===== config.mk =====
export PLATFORM = sky130hd
export DESIGN_NAME = fp_minmax_reduce
export DESIGN_NICKNAME = d
export VERILOG_FILES = /design/src/rtl/fp_minmax_reduce.sv
export SDC_FILE = /design/constraint.sdc
export NUM_CORES = 1
export LEC_CHECK = 0
export BUFFER_PORTS_ARGS = -buffer_cell sky130_fd_sc_hd__buf_4
export CORE_MARGIN = 2
export CORE_UTILIZATION = 45
export DETAILED_ROUTE_END_ITERATION = 8
export MAX_ROUTING_LAYER = met4
export PLACE_DENSITY = 0.68
export SLEW_MARGIN = 0
export SYNTH_ARGS = -nofsm -noshare
export SYNTH_HDL_FRONTEND = slang
export SYNTH_SLANG_ARGS = --single-unit

===== constraint.sdc =====
create_clock -name clk -period 3.2 [get_ports clk]
set_input_delay 0.96 -clock clk [delete_from_list [all_inputs] [get_ports clk]]
set_output_delay 0.96 -clock clk [all_outputs]
set_load 0.01 [all_outputs]

===== src/rtl/fp_minmax_reduce.sv =====
// fp_minmax_reduce: streaming running max/min (with first-occurrence indices) over IEEE-754 single-precision bursts
// Ports:
//   clk, rst                 clock, synchronous active-high reset
//   in_valid/in_ready        element handshake; in_data = element, in_last = final element of burst
//   out_valid/out_ready      result handshake, one record per burst
//   out_max/out_min          extreme elements under sign-magnitude total ordering
//   out_max_idx/out_min_idx  0-based index of first occurrence of each extreme
//   out_count                elements in burst modulo 2^IDX_W
//   out_ovf                  burst held more than 2^IDX_W elements
//   out_nan_seen             at least one NaN was accepted
// Build option: FP_NAN_SKIP_EN excludes NaNs from max/min selection.
module fp_minmax_reduce #(
    parameter int IDX_W = 8
) (
    input  logic             clk,
    input  logic             rst,
    input  logic             in_valid,
    output logic             in_ready,
    input  logic [31:0]      in_data,
    input  logic             in_last,
    output logic             out_valid,
    input  logic             out_ready,
    output logic [31:0]      out_max,
    output logic [31:0]      out_min,
    output logic [IDX_W-1:0] out_max_idx,
    output logic [IDX_W-1:0] out_min_idx,
    output logic [IDX_W-1:0] out_count,
    output logic             out_ovf,
    output logic             out_nan_seen
);
    typedef enum logic [1:0] {IDLE, ACCUM, DONE} state_t;
    state_t           state_q, state_d;
    logic [31:0]      max_q, max_d, min_q, min_d;
    logic [IDX_W-1:0] max_idx_q, max_idx_d, min_idx_q, min_idx_d, count_q, count_d, idx;
    logic             ovf_q, ovf_d, nan_q, nan_d;
    logic             acc, first, is_nan, take_max, take_min;
`ifdef FP_NAN_SKIP_EN
    logic             have_q, have_d;
`endif
    // Bit-exact with the FP compare block: +0 > -0, NaNs ranked by raw magnitude.
    function automatic logic gt(input logic [31:0] a, input logic [31:0] b);
        return (a == b) ? 1'b0 : (a[31] != b[31]) ? ~a[31] :
               a[31] ? (a[30:0] < b[30:0]) : (a[30:0] > b[30:0]);
    endfunction
    assign in_ready     = (state_q != DONE);
    assign out_valid    = (state_q == DONE);
    assign out_max      = out_valid ? max_q : '0;
    assign out_min      = out_valid ? min_q : '0;
    assign out_max_idx  = out_valid ? max_idx_q : '0;
    assign out_min_idx  = out_valid ? min_idx_q : '0;
    assign out_count    = out_valid ? count_q : '0;
    assign out_ovf      = out_valid & ovf_q;
    assign out_nan_seen = out_valid & nan_q;
    assign acc    = in_valid & in_ready;
    assign first  = (state_q == IDLE);
    assign is_nan = (&in_data[30:23]) & (|in_data[22:0]);
    assign idx    = first ? '0 : count_q;
`ifdef FP_NAN_SKIP_EN
    // The first non-NaN element seeds max/min even if earlier NaNs were seen.
    assign take_max = ~is_nan & (first | ~have_q | gt(in_data, max_q));
    assign take_min = ~is_nan & (first | ~have_q | gt(min_q, in_data));
`else
    assign take_max = first | gt(in_data, max_q);
    assign take_min = first | gt(min_q, in_data);
`endif
    always_comb begin
        state_d   = state_q;
        max_d     = max_q;
        min_d     = min_q;
        max_idx_d = max_idx_q;
        min_idx_d = min_idx_q;
        count_d   = count_q;
        ovf_d     = ovf_q;
        nan_d     = nan_q;
`ifdef FP_NAN_SKIP_EN
        have_d    = have_q;
`endif
        if (acc) begin
            if (take_max) begin
                max_d     = in_data;
                max_idx_d = idx;
            end
            if (take_min) begin
                min_d     = in_data;
                min_idx_d = idx;
            end
`ifdef FP_NAN_SKIP_EN
            // All-NaN default; replaced by the first non-NaN element.
            if (first & is_nan) begin
                max_d     = 32'h7FC0_0000;
                min_d     = 32'h7FC0_0000;
                max_idx_d = '0;
                min_idx_d = '0;
            end
            have_d = ~is_nan | (~first & have_q);
`endif
            count_d = idx + 1'b1;
            // count_q == 0 in ACCUM means 2^IDX_W elements are already held.
            ovf_d   = ~first & (ovf_q | (count_q == '0));
            nan_d   = is_nan | (~first & nan_q);
            state_d = in_last ? DONE : ACCUM;
        end
        if (out_valid & out_ready) state_d = IDLE;
    end
    always_ff @(posedge clk) begin
        if (rst) begin
            state_q   <= IDLE;
            max_q     <= '0;
            min_q     <= '0;
            max_idx_q <= '0;
            min_idx_q <= '0;
            count_q   <= '0;
            ovf_q     <= 1'b0;
            nan_q     <= 1'b0;
`ifdef FP_NAN_SKIP_EN
            have_q    <= 1'b0;
`endif
        end else begin
            state_q   <= state_d;
            max_q     <= max_d;
            min_q     <= min_d;
            max_idx_q <= max_idx_d;
            min_idx_q <= min_idx_d;
            count_q   <= count_d;
            ovf_q     <= ovf_d;
            nan_q     <= nan_d;
`ifdef FP_NAN_SKIP_EN
            have_q    <= have_d;
`endif
        end
    end
endmodule


==> out/summary.txt <==
ANT nets after route - 0
wire length of the first global-routing pass - 26.6 mm
final setup violation count - 0
Top Family by Delay on Critical Path - buffers and inverters
H-Tree Depth - 3
Pins Over Slew Limit - 0
synthesis-to-layout area growth - 30.5%
Synth area leader - dfxtp_1
unrepaired setup endpoints after global routing - false
number of vias in the routed layout - 5499
relative contribution of combinational cells to total power - 0.278
total routing usage reported by global routing - 0.240
maximum achievable frequency - 328 MHz
full die area - 0.0139 sq mm
count of maximum capacitance violations - 0
Net count, final - 974
category of the worst setup path capture point - flip-flop
static leakage power - 3.66 nW
1st-iter DRT viols - 342
remaining design rule violation count - 0
post-route minimum period - 3050 ps
Avg Cell Area, Syn - 8.17 sq um
buffer levels on the longest clock path - 2
post-layout worst setup margin - 148 ps
proportion of layout cells with a drive suffix above 1 - 0.245
maximum number of pins on one net before global-route repair - 93
switching share of power - 0.305
die height - 118 microns
post-synth design cell area - 0.00582 sq mm
CTS tree - yes
cell breakdown of the critical path - buf_4 > ha_1 > buf_4 > nand4_1 > nor2_1 > o31ai_2 > buf_4 > a21boi_2 > mux2i_1 > nor3_4 > buf_4 > clkbuf_16 > mux2i_1 > nor2_1
Final Hold Vio Count - 0
combined buffer and inverter count along the critical path - 5
Starting Density - 0.461
number of synthesized register bits - 92
number of antenna diodes - 0
drt first pass iters - 5
outcome - finished, final reports clean
Hold-fix buffers, CTS - 0
register share of total power - 0.409
sum of net half-perimeters after detailed placement - 11.9 mm
area of the core - 0.0126 sq mm
Least-Margin Pin Slew - 996 ps
most common cell in the netlist - nor2_1
core utilization of the finished layout - 0.602
clock skew after layout - 5.73 ps
top post-synthesis cells by count - 115 x nor2_1, 92 x dfxtp_1, 68 x inv_1
endpoint arrival time on the critical path - 3240 ps
count of placed standard cells in the final layout, fillers left out - 1048
area share of the largest cell type after synthesis - 0.317
average wire per standard cell - 15.5 microns
number of distinct library cell variants in the gate-level netlist after synthesis - 39
primary flip-flop cell chosen by synthesis mapping - dfxtp_1
post-synthesis async set-or-reset flop share - 0
switching power summed over all nets - 961 uW
final wirelength - 16.3 mm
die span in x - 118 microns
critical setup path kind - primary input to flip-flop
placer congestion estimate - 0.880
number of nets produced by synthesis - 812
Hold Slack - 460 ps
clock sink total - 92
startpoint type of the worst setup path - primary input
source-to-sink clock delay at the later pin of the worst-skew pair - 340 ps
Max rail drop VDD - 0.240 mV
Crit Path Max Fanout - 8
initial antenna violation count - 0
Gate Count Post-Synth - 712
Inst Count DP - 1032
number of buffers created by CTS - 9
I/O pin cnt - 129
synth warn - 0
power per cell area - 415 mW/mm^2
FP Rows - 41
Slew Limit Headroom - 0.336
Avg Vias per Cell - 5.25
Port Buffers - 128
Power Internal - 2.19 mW
clock tree root buffer cell - clkbuf_16
sequential cell area fraction in the yosys report - 0.317
type of the worst min-delay path - flip-flop to flip-flop
top cells by area in the synthesized netlist - dfxtp_1 32%, ha_1 14%, mux2i_1 11%
CP peak stage delay - 400 ps
number of enable-type register cells in the synthesized netlist - 0
Most Frequent Cell on Critical Path - buf_4
clock network fraction of design power - 0.313
vias in the first global route - 5362
Critical Path RT - 3390 ps
placement-stage worst setup slack - -342 ps
grt ovf - 0
period utilization - 0.954
crit path max-delay cell type - mux2i_1
Clk pin slew, worst setup/hold paths - 60 ps
==> cell families after synthesis <==
logic type	after synthesis	synth area share
xor+xnor	4	0.00602
buf+inv	104	0.0794
compound gates	80	0.0789
fa+ha+maj	63	0.135
mux	66	0.114
simple gates	303	0.270
flops	92	0.317
==> per-layer routing <==
layer,GRT usage,wire length [microns],vias to the layer above,share of wire
met5,-,0,-,0
met4,0.0617,170,0,0.010
met3,0.0509,910,17,0.056
met2,0.384,7690,150,0.47
met1,0.309,7510,2603,0.46
li1,-,-,2729,-
==> state kept, by name, indices dropped and copies added, names as in the netlist <==
| register | flops |
|---|---|
| max_q | 32 |
| min_q | 32 |
| count_q | 8 |
| max_idx_q | 8 |
| min_idx_q | 8 |
| state_q | 2 |
| nan_q | 1 |
| ovf_q | 1 |
==> worst paths after layout <==
check / end / slack [ps] / cells past startpoint / start
setup / recovery: max_q[7] / 150 / 14 / in_data[10]
hold / removal: nan_q / 460 / 2 / nan_q
setup reg to reg: max_q[7] / 500 / 14 / max_q[10]
hold reg to reg: nan_q / 460 / 2 / nan_q
==> metrics by stage <==
stage | area, sq um | TNS [ps] | total power [mW]
after floorplan | 5820 | 0 | 1.86
after detailed placement | 7260 | -18350 | 2.15
final | 7590 | 0 | 3.15
after CTS | 7530 | 0 | 3.14
after global placement | 7260 | -15390 | 2.12
after global routing | 7590 | 0 | 3.32
==> worst reg2reg max path, cell delays in order (launching register included) <==
cell and delay, ps:
dfxtp_1 330, inv_1 60, ha_1 310, buf_4 110
nand4_1 120, nor2_1 190, o31ai_2 130, buf_4 150
a21boi_2 140, mux2i_1 400, nor3_4 60, buf_4 170
clkbuf_16 180, mux2i_1 160, nor2_1 50
==> layout make-up <==
| type | instances | area (sq um) |
|---|---|---|
| Inverter | 68 | 255 |
| Clock inverter | 2 | 12.5 |
| Clock buffer | 11 | 253 |
| Fill cell | 1162 | 5030 |
| Multi-Input combinational cell | 516 | 3540 |
| Timing Repair Buffer | 187 | 1470 |
| Tap cell | 172 | 215 |
| Sequential cell | 92 | 1840 |
==> power groups by stage <==
stage               sequential [mW]  clock (mW)  combinational, mW
global placement               1.31           0              0.809
detailed placement             1.31           0              0.839
finish                         1.29       0.985              0.876
CTS                            1.29        1.00              0.848
global route                   1.30        1.05              0.967
floorplan                      1.29           0              0.565
==> placed cells by master (no fill, tap or decap), types with 2 or more instances in the layout <==
cell	instances
xnor2_1	2
ha_1	63
clkbuf_8	2
nor3_1	11
a21boi_2	2
dfxtp_1	92
nand2b_1	3
nor3_4	2
o21ai_1	8
and2_1	61
nor2_1	115
nor4_2	2
xor2_1	2
nand3b_1	14
nor4_4	2
buf_12	4
nor4_1	7
a211oi_1	5
buf_4	182
clkbuf_16	10
a31oi_1	2
mux2i_1	66
inv_1	68
o21ai_0	4
nand4_1	20
a21oi_1	50
nand2_1	34
or2_4	2
nand3_1	23
nor2b_1	2
a22oi_1	2
a32o_1	2
==> timing repair <==
action,in CTS,in global routing
pin swaps,0,2
cloned,0,1
buffers inserted,0,2
gates resized for setup,1,5
setup endpoints to repair,1,66
No activity file was read; power rests on OpenSTA's default activity.
